--- config.mk ---
export PLATFORM = sky130hd
export DESIGN_NAME = joy_serial_rd_flat
export DESIGN_NICKNAME = d
export VERILOG_FILES = /design/src/rtl/joy_serial_pkg.sv /design/src/rtl/joy_serial_rd_if.sv /design/src/rtl/joy_serial_rd_clkgen.sv /design/src/rtl/joy_serial_rd.sv /design/src/flat_wrapper.sv
export SDC_FILE = /design/constraint.sdc
export NUM_CORES = 1
export LEC_CHECK = 0
export BUFFER_PORTS_ARGS = -buffer_cell sky130_fd_sc_hd__buf_4
export CAP_MARGIN = 20
export CELL_PAD_IN_SITES_DETAIL_PLACEMENT = 0
export CELL_PAD_IN_SITES_GLOBAL_PLACEMENT = 1
export CORE_AREA = 2 2 114 116
export DETAILED_ROUTE_END_ITERATION = 8
export DIE_AREA = 0 0 116 118
export MAX_ROUTING_LAYER = met4
export PLACE_DENSITY = 0.83
export SETUP_SLACK_MARGIN = 0.3
export SLEW_MARGIN = 20
export SYNTH_ARGS = -nofsm -noshare
export SYNTH_HDL_FRONTEND = slang
export SYNTH_SLANG_ARGS = --single-unit
export TNS_END_PERCENT = 1
--- constraint.sdc ---
create_clock -name clk -period 3.9 [get_ports clk]
set_clock_uncertainty 0.05 [all_clocks]
set_input_delay 0.39 -clock clk [delete_from_list [all_inputs] [get_ports clk]]
set_output_delay 0.39 -clock clk [all_outputs]
set_load 0.05 [all_outputs]
--- src/rtl/joy_serial_pkg.sv ---
// joy_serial_pkg: shared word width, default DB15 bit map, map byte extraction helper and slot FSM states
package joy_serial_pkg;
  localparam int JOY_W = 16;
  localparam int MAP_MAX = 63 * 8;
  localparam logic [191:0] DB15_MAP = {
    8'd20, 8'd21, 8'd22, 8'd23, 8'd26, 8'd27, 8'd24, 8'd25,
    8'd10, 8'd11, 8'd8,  8'd9,  8'd19, 8'd18, 8'd17, 8'd16,
    8'd3,  8'd2,  8'd1,  8'd0,  8'd4,  8'd5,  8'd6,  8'd7
  };
  typedef enum logic [0:0] {ST_IDLE, ST_RUN} state_t;
  function automatic logic [7:0] map_idx(input logic [MAP_MAX-1:0] map, input int i);
    return map[8*i +: 8];
  endfunction
endpackage

--- src/rtl/joy_serial_rd_if.sv ---
// joy_serial_rd_if: reader bus (en, joy_data in; joy_clk, joy_load, joystick, frame_done out); slave = reader, master = its user
interface joy_serial_rd_if #(parameter int NJOY = 2);
  import joy_serial_pkg::*;
  logic en;
  logic joy_data;
  logic joy_clk;
  logic joy_load;
  logic frame_done;
  logic [NJOY*JOY_W-1:0] joystick;
  modport master (output en, joy_data, input joy_clk, joy_load, joystick, frame_done);
  modport slave (input en, joy_data, output joy_clk, joy_load, joystick, frame_done);
endinterface

--- src/rtl/joy_serial_rd_clkgen.sv ---
// joy_serial_clkgen: divider toggling o_joy_clk every CLKDIV clks; o_rise marks the clk cycle in which o_joy_clk goes 0->1
module joy_serial_clkgen #(
  parameter int CLKDIV = 8
) (
  input  logic clk,
  input  logic rst,
  output logic o_joy_clk,
  output logic o_rise
);
  logic [7:0] r_div;
  logic r_jclk;
  logic w_tc;
  assign w_tc = r_div == 8'(CLKDIV - 1);
  assign o_rise = w_tc && !r_jclk;
  assign o_joy_clk = r_jclk;
  always_ff @(posedge clk) begin
    if (rst) begin
      r_div <= '0;
      r_jclk <= 1'b0;
    end else begin
      r_div <= w_tc ? '0 : r_div + 1'b1;
      r_jclk <= w_tc ? !r_jclk : r_jclk;
    end
  end
endmodule

--- src/rtl/joy_serial_rd.sv ---
// joy_serial_rd: 74HC165 chain reader (clk, rst, bus.slave: en, joy_data -> joy_clk, joy_load, joystick, frame_done) with bit map and two-frame filter
module joy_serial_rd
  import joy_serial_pkg::*;
#(
  parameter int CLKDIV = 8,
  parameter int NJOY = 2,
  parameter int NBITS = 24,
  parameter int LEAD = 1,
  parameter logic [NBITS*8-1:0] MAP = DB15_MAP,
  parameter bit ACTLOW = 1'b1,
  parameter bit FILTER = 1'b1
) (
  input logic clk,
  input logic rst,
  joy_serial_rd_if.slave bus
);
  localparam int FRAME = 1 + LEAD + NBITS;
  localparam int W = NJOY * JOY_W;
  localparam int IW = $clog2(W);
  localparam int SW = $clog2(FRAME);
  localparam logic [MAP_MAX-1:0] MAP_X = MAP_MAX'(MAP);
  state_t r_state;
  logic [SW-1:0] r_slot;
  logic [1:0] r_sync;
  logic r_load, r_last, r_done;
  logic [W-1:0] r_shadow, r_prev, r_joy;
  logic w_jclk, w_rise, w_data, w_end;
  logic [7:0] w_idx;
  int w_bi;
  joy_serial_clkgen #(.CLKDIV(CLKDIV)) u_clkgen (
    .clk(clk),
    .rst(rst),
    .o_joy_clk(w_jclk),
    .o_rise(w_rise)
  );
  assign w_data = r_slot > SW'(LEAD);
  assign w_end = r_slot == SW'(FRAME - 1);
  assign w_bi = w_data ? int'(r_slot) - LEAD - 1 : 0;
  assign w_idx = map_idx(MAP_X, w_bi);
  assign bus.joy_clk = w_jclk;
  assign bus.joy_load = r_load;
  assign bus.joystick = r_joy;
  assign bus.frame_done = r_done;
  always_ff @(posedge clk) begin
    if (rst) begin
      r_state <= ST_IDLE;
      r_slot <= '0;
      r_sync <= '0;
      r_load <= 1'b1;
      r_last <= 1'b0;
      r_done <= 1'b0;
      r_shadow <= '0;
      r_prev <= '0;
      r_joy <= '0;
    end else begin
      r_sync <= {r_sync[0], bus.joy_data};
      r_last <= w_rise && r_state == ST_RUN && w_end;
      r_done <= r_last;
      if (r_last) begin
        r_joy <= (!FILTER || r_shadow == r_prev) ? r_shadow : r_joy;
        r_prev <= r_shadow;
      end
      if (w_rise) begin
        if (r_slot == '0) begin
          if (r_state == ST_RUN || bus.en) begin
            r_state <= ST_RUN;
            r_load <= 1'b0;
            r_shadow <= '0;
            r_slot <= SW'(1);
          end
        end else begin
          r_load <= 1'b1;
          if (w_data && w_idx < 8'(W)) r_shadow[w_idx[IW-1:0]] <= r_sync[1] ^ ACTLOW;
          r_slot <= w_end ? '0 : r_slot + 1'b1;
          if (w_end && !bus.en) r_state <= ST_IDLE;
        end
      end
    end
  end
endmodule

--- src/flat_wrapper.sv ---
// flat-port wrapper written by rule: the top's interface ports become plain ports
module joy_serial_rd_flat import joy_serial_pkg::*;
#(
  parameter int CLKDIV = 8,
  parameter int NJOY = 2,
  parameter int NBITS = 24,
  parameter int LEAD = 1,
  parameter logic [NBITS*8-1:0] MAP = DB15_MAP,
  parameter bit ACTLOW = 1'b1,
  parameter bit FILTER = 1'b1
)
  (clk, rst, bus_en, bus_joy_data, bus_joy_clk, bus_joy_load, bus_joystick, bus_frame_done);
  joy_serial_rd_if #(.NJOY(NJOY)) bus_i ();
  input logic clk;
  input logic rst;
  input wire logic [$bits(bus_i.en)-1:0] bus_en;
  input wire logic [$bits(bus_i.joy_data)-1:0] bus_joy_data;
  output wire logic [$bits(bus_i.joy_clk)-1:0] bus_joy_clk;
  output wire logic [$bits(bus_i.joy_load)-1:0] bus_joy_load;
  output wire logic [$bits(bus_i.joystick)-1:0] bus_joystick;
  output wire logic [$bits(bus_i.frame_done)-1:0] bus_frame_done;
  assign bus_i.en = bus_en;
  assign bus_i.joy_data = bus_joy_data;
  assign bus_joy_clk = bus_i.joy_clk;
  assign bus_joy_load = bus_i.joy_load;
  assign bus_joystick = bus_i.joystick;
  assign bus_frame_done = bus_i.frame_done;
  joy_serial_rd #(.CLKDIV(CLKDIV), .NJOY(NJOY), .NBITS(NBITS), .LEAD(LEAD), .MAP(MAP), .ACTLOW(ACTLOW), .FILTER(FILTER)) u_core (.clk(clk), .rst(rst), .bus(bus_i));
endmodule
==> flow_metrics.env <==
export IMPL_r2r_start="u_core.r_slot[0]"
export IMPL_detail_route_antenna_nets=0
export IMPL_reg2reg_setup_slack_ps=500
export IMPL_relSlewSlack_pct=35.4
export IMPL_tns_ps=0
export IMPL_netlist_area_sq_mm=0.00557
export IMPL_setup_viol=0
export IMPL_pwr_share_clk_pct=56.3
export IMPL_hold_viol=0
export IMPL_io_buffers=38
export IMPL_p_leak_uw=0.00260
export IMPL_wl_um=13800
export IMPL_cts_root_buf="clkbuf_16"
export IMPL_p_comb_share_pct=1.4
export IMPL_first_global_vias=4527
export IMPL_setup_worst_path_start_class="flip-flop"
export IMPL_wl_per_cell_um=16.2
export IMPL_avgSynthCellArea_sq_um=8.91
export IMPL_via_per_inst=5.62
export IMPL_dr_pass1_iters=5
export IMPL_fill_cells=1128
export IMPL_hold_ws_ps=171
export IMPL_slowest_stage="dfxtp_1"
export IMPL_route_detailed_drc=0
export IMPL_synth_area_leaders="dfxtp_1 42%, mux2i_1 12%, nor2_1 6.2%"
export IMPL_holdCritStartpoint="bus_joy_data"
export IMPL_rr_worst_depth=10
export IMPL_crit_family="simple AND/OR/NAND/NOR gates"
export IMPL_synth_top_area_share_pct=41.7
export IMPL_layout_nets=680
export IMPL_path_buf_inv=1
export IMPL_tritoncts="built"
export IMPL_rows=41
export IMPL_cpPeakStageDelay_ps=480
export IMPL_crit_type="flip-flop to flip-flop"
export IMPL_p_per_area_mw_per_mm2=417
export IMPL_synth_cells=625
export IMPL_synth_async_sr_flop_share_pct=0
export IMPL_post_cts_buffers=0
export IMPL_core_sq_mm=0.0124
export IMPL_holdPathStages=2
export IMPL_syn_nets=637
export IMPL_crit_chain="inv_1, ha_1, nor3b_1, a31oi_1, xnor2_2, mux2i_1, nand3_1, o22a_1, or4_4, o211ai_1"
export IMPL_numCtsBuffers=17
export IMPL_synth_edf_count=0
export IMPL_arrival_ps=3690
export IMPL_hp_class="primary input to flip-flop"
export IMPL_die_area_sq_mm=0.0137
export IMPL_ys_seq_area_share_pct=41.7
export IMPL_multi_input_area_sq_mm=0.00313
export IMPL_r2r_end="u_core.r_shadow[16]"
export IMPL_cts_sinks=116
export IMPL_slew_viol_final=0
export IMPL_ir_worst_vdd_mv=0.280
export IMPL_ys_top_cells_by_count="116 x dfxtp_1, 92 x nor2_1, 65 x mux2i_1"
export IMPL_ff_latch_area_sq_mm=0.00232
export IMPL_gp_congestion=0.903
export IMPL_h_tree_depth=4
export IMPL_antenna_diode_count=0
export IMPL_synth_top_area_cell="dfxtp_1"
export IMPL_die_w_um=116
export IMPL_area_growth_pct=21.6
export IMPL_synth_seq_cells=116
export IMPL_utilization_pct=54.5
export IMPL_switching_share_pct=21.1
export IMPL_crit_required_ps=4180
export IMPL_tightest_slew_ps=969
export IMPL_path_max_fanout=9
export IMPL_synth_ff_type="dfxtp_1"
export IMPL_period_share_pct=87.2
export IMPL_vias=4798
export IMPL_drive_gt1_share_pct=16.2
export IMPL_max_cap_violations=0
export IMPL_rsz0062_at_grt="true"
export IMPL_dp_hpwl_um=9640
export IMPL_min_period_ps=3400
export IMPL_grtUsageTotal_pct=21.6
export IMPL_cp_end_kind="flip-flop"
export IMPL_insertion_delay_ps=410
export IMPL_design_area_sq_mm=0.00677
export IMPL_yosysMostFrequentCell="dfxtp_1"
export IMPL_hold_buffers=0
export IMPL_start_util_pct=44.8
export IMPL_holdPathEnd="u_core.r_sync[0]"
export IMPL_io_pins=39
export IMPL_yosys_warnings=0
export IMPL_overflow=0
export IMPL_detail_route_iter0_violations=422
export IMPL_grt_max_degree=58
export IMPL_status="completed"
export IMPL_ys_types=58
export IMPL_final_setup_worst_slack_ps=498
export IMPL_clkTransAtPathRegs_ps=50
export IMPL_fmax_mhz=294
export IMPL_place_area_sq_mm=0.00609
export IMPL_cts_buffer_depth=2
export IMPL_place_ws_ps=285
export IMPL_power_frac_seq_pct=42.3
export IMPL_antenna_found_initial=0
export IMPL_p_sw_uw=596
export IMPL_fp_dieH_um=118
export IMPL_p_int_uw=2230
export IMPL_grt_pass1_wl_um=22600
[per-layer routing]
layer	wire length [um]	GRT usage, %	vias to the layer above
met4	280	7.51	0
met5	0	-	-
met3	713	4.89	36
met1	6070	26.9	2288
met2	6730	34.3	143
li1	-	-	2331
[area by class of cell]
type	instances	area share, %
multi-input combinational	464	46.2
sequential	116	34.3
timing repair buffer	61	6.76
clock buffer	18	6.49
tap	172	3.18
clock inverter	14	2.61
inverter	8	0.444
[placed cells by master, fill, tap and decap left out, drive strengths merged, types with 3 or more instances in the layout]
cell type	netlist	final
nand4	11	11
inv	8	11
a31oi	12	12
nand3	21	21
xnor2	39	40
clkbuf	34	18
o311ai	5	5
nor2	92	92
o22ai	5	5
nand4b	3	3
ha	8	8
nor3	12	12
or4	4	4
nor2b	5	5
a311oi	3	3
buf	4	61
bufinv	0	3
dfxtp	116	116
and2	12	12
and3	6	6
clkinvlp	0	5
o21a	3	3
or3	9	9
nand3b	3	3
a211o	3	3
nor3b	4	4
nand2	34	34
xor2	10	10
o211ai	20	20
nor4	6	6
mux2i	65	65
a211oi	6	6
o21ai	17	17
a21oi	19	19
clkinv	0	3
[worst max-delay path by stage]
stage	from	to	slack, ps	depth (start not counted)
after global placement	u_core.r_slot[1]	u_core.r_shadow[17]	460	10
after detailed placement	u_core.r_slot[1]	u_core.r_shadow[18]	280	10
after global routing	u_core.r_slot[1]	u_core.r_shadow[2]	200	11
after CTS	u_core.r_slot[0]	u_core.r_shadow[18]	380	10
final	u_core.r_slot[0]	u_core.r_shadow[16]	500	10
after floorplan	u_core.r_slot[0]	u_core.r_shadow[17]	450	13
[what timing repair did]
item / in CTS / in global routing
endpoints found under the setup margin: 6 / 21
pin swaps: 0 / 1
cloned: 0 / 1
gates resized for setup: 1 / 10
[state kept, by name (all words and copies together) (netlist names), 2 cells and up]
register	cells
u_core.u_clkgen.r_div	8
u_core.r_sync	2
u_core.r_slot	5
u_core.r_prev	32
u_core.bus.joystick	32
u_core.r_shadow	32
[stage by stage]
stage / std cells / power [uW]
floorplan: 625 / 1240
detailed placement: 820 / 1260
finish: 853 / 2820
CTS: 852 / 2850
global route: 853 / 2900
global placement: 820 / 1260
[power groups by stage]
stage	Combinational [uW]	Sequential, uW	Clock (uW)
2_1_floorplan	27.4	1220	0
3_3_place_gp	40.1	1220	0
3_5_place_dp	40.2	1220	0
4_1_cts	40.5	1190	1620
5_1_grt	45.3	1190	1670
6_report	40.7	1190	1590
[cell families (layout without fill, tap and decap cells)]
group                    count (synthesis)  count (layout)  synth area share, %
flip-flops                             116             116                 41.7
AO/OA/AOI/OAI                          113             113                 13.8
buffers and inverters                   46             101                 3.26
adder cells (fa/ha/maj)                  8               8                 1.80
multiplexers                            65              65                 11.7
XOR/XNOR                                49              50                 7.71
AND/OR/NAND/NOR                        228             228                 20.0
Power figures use the tool's default switching activity.
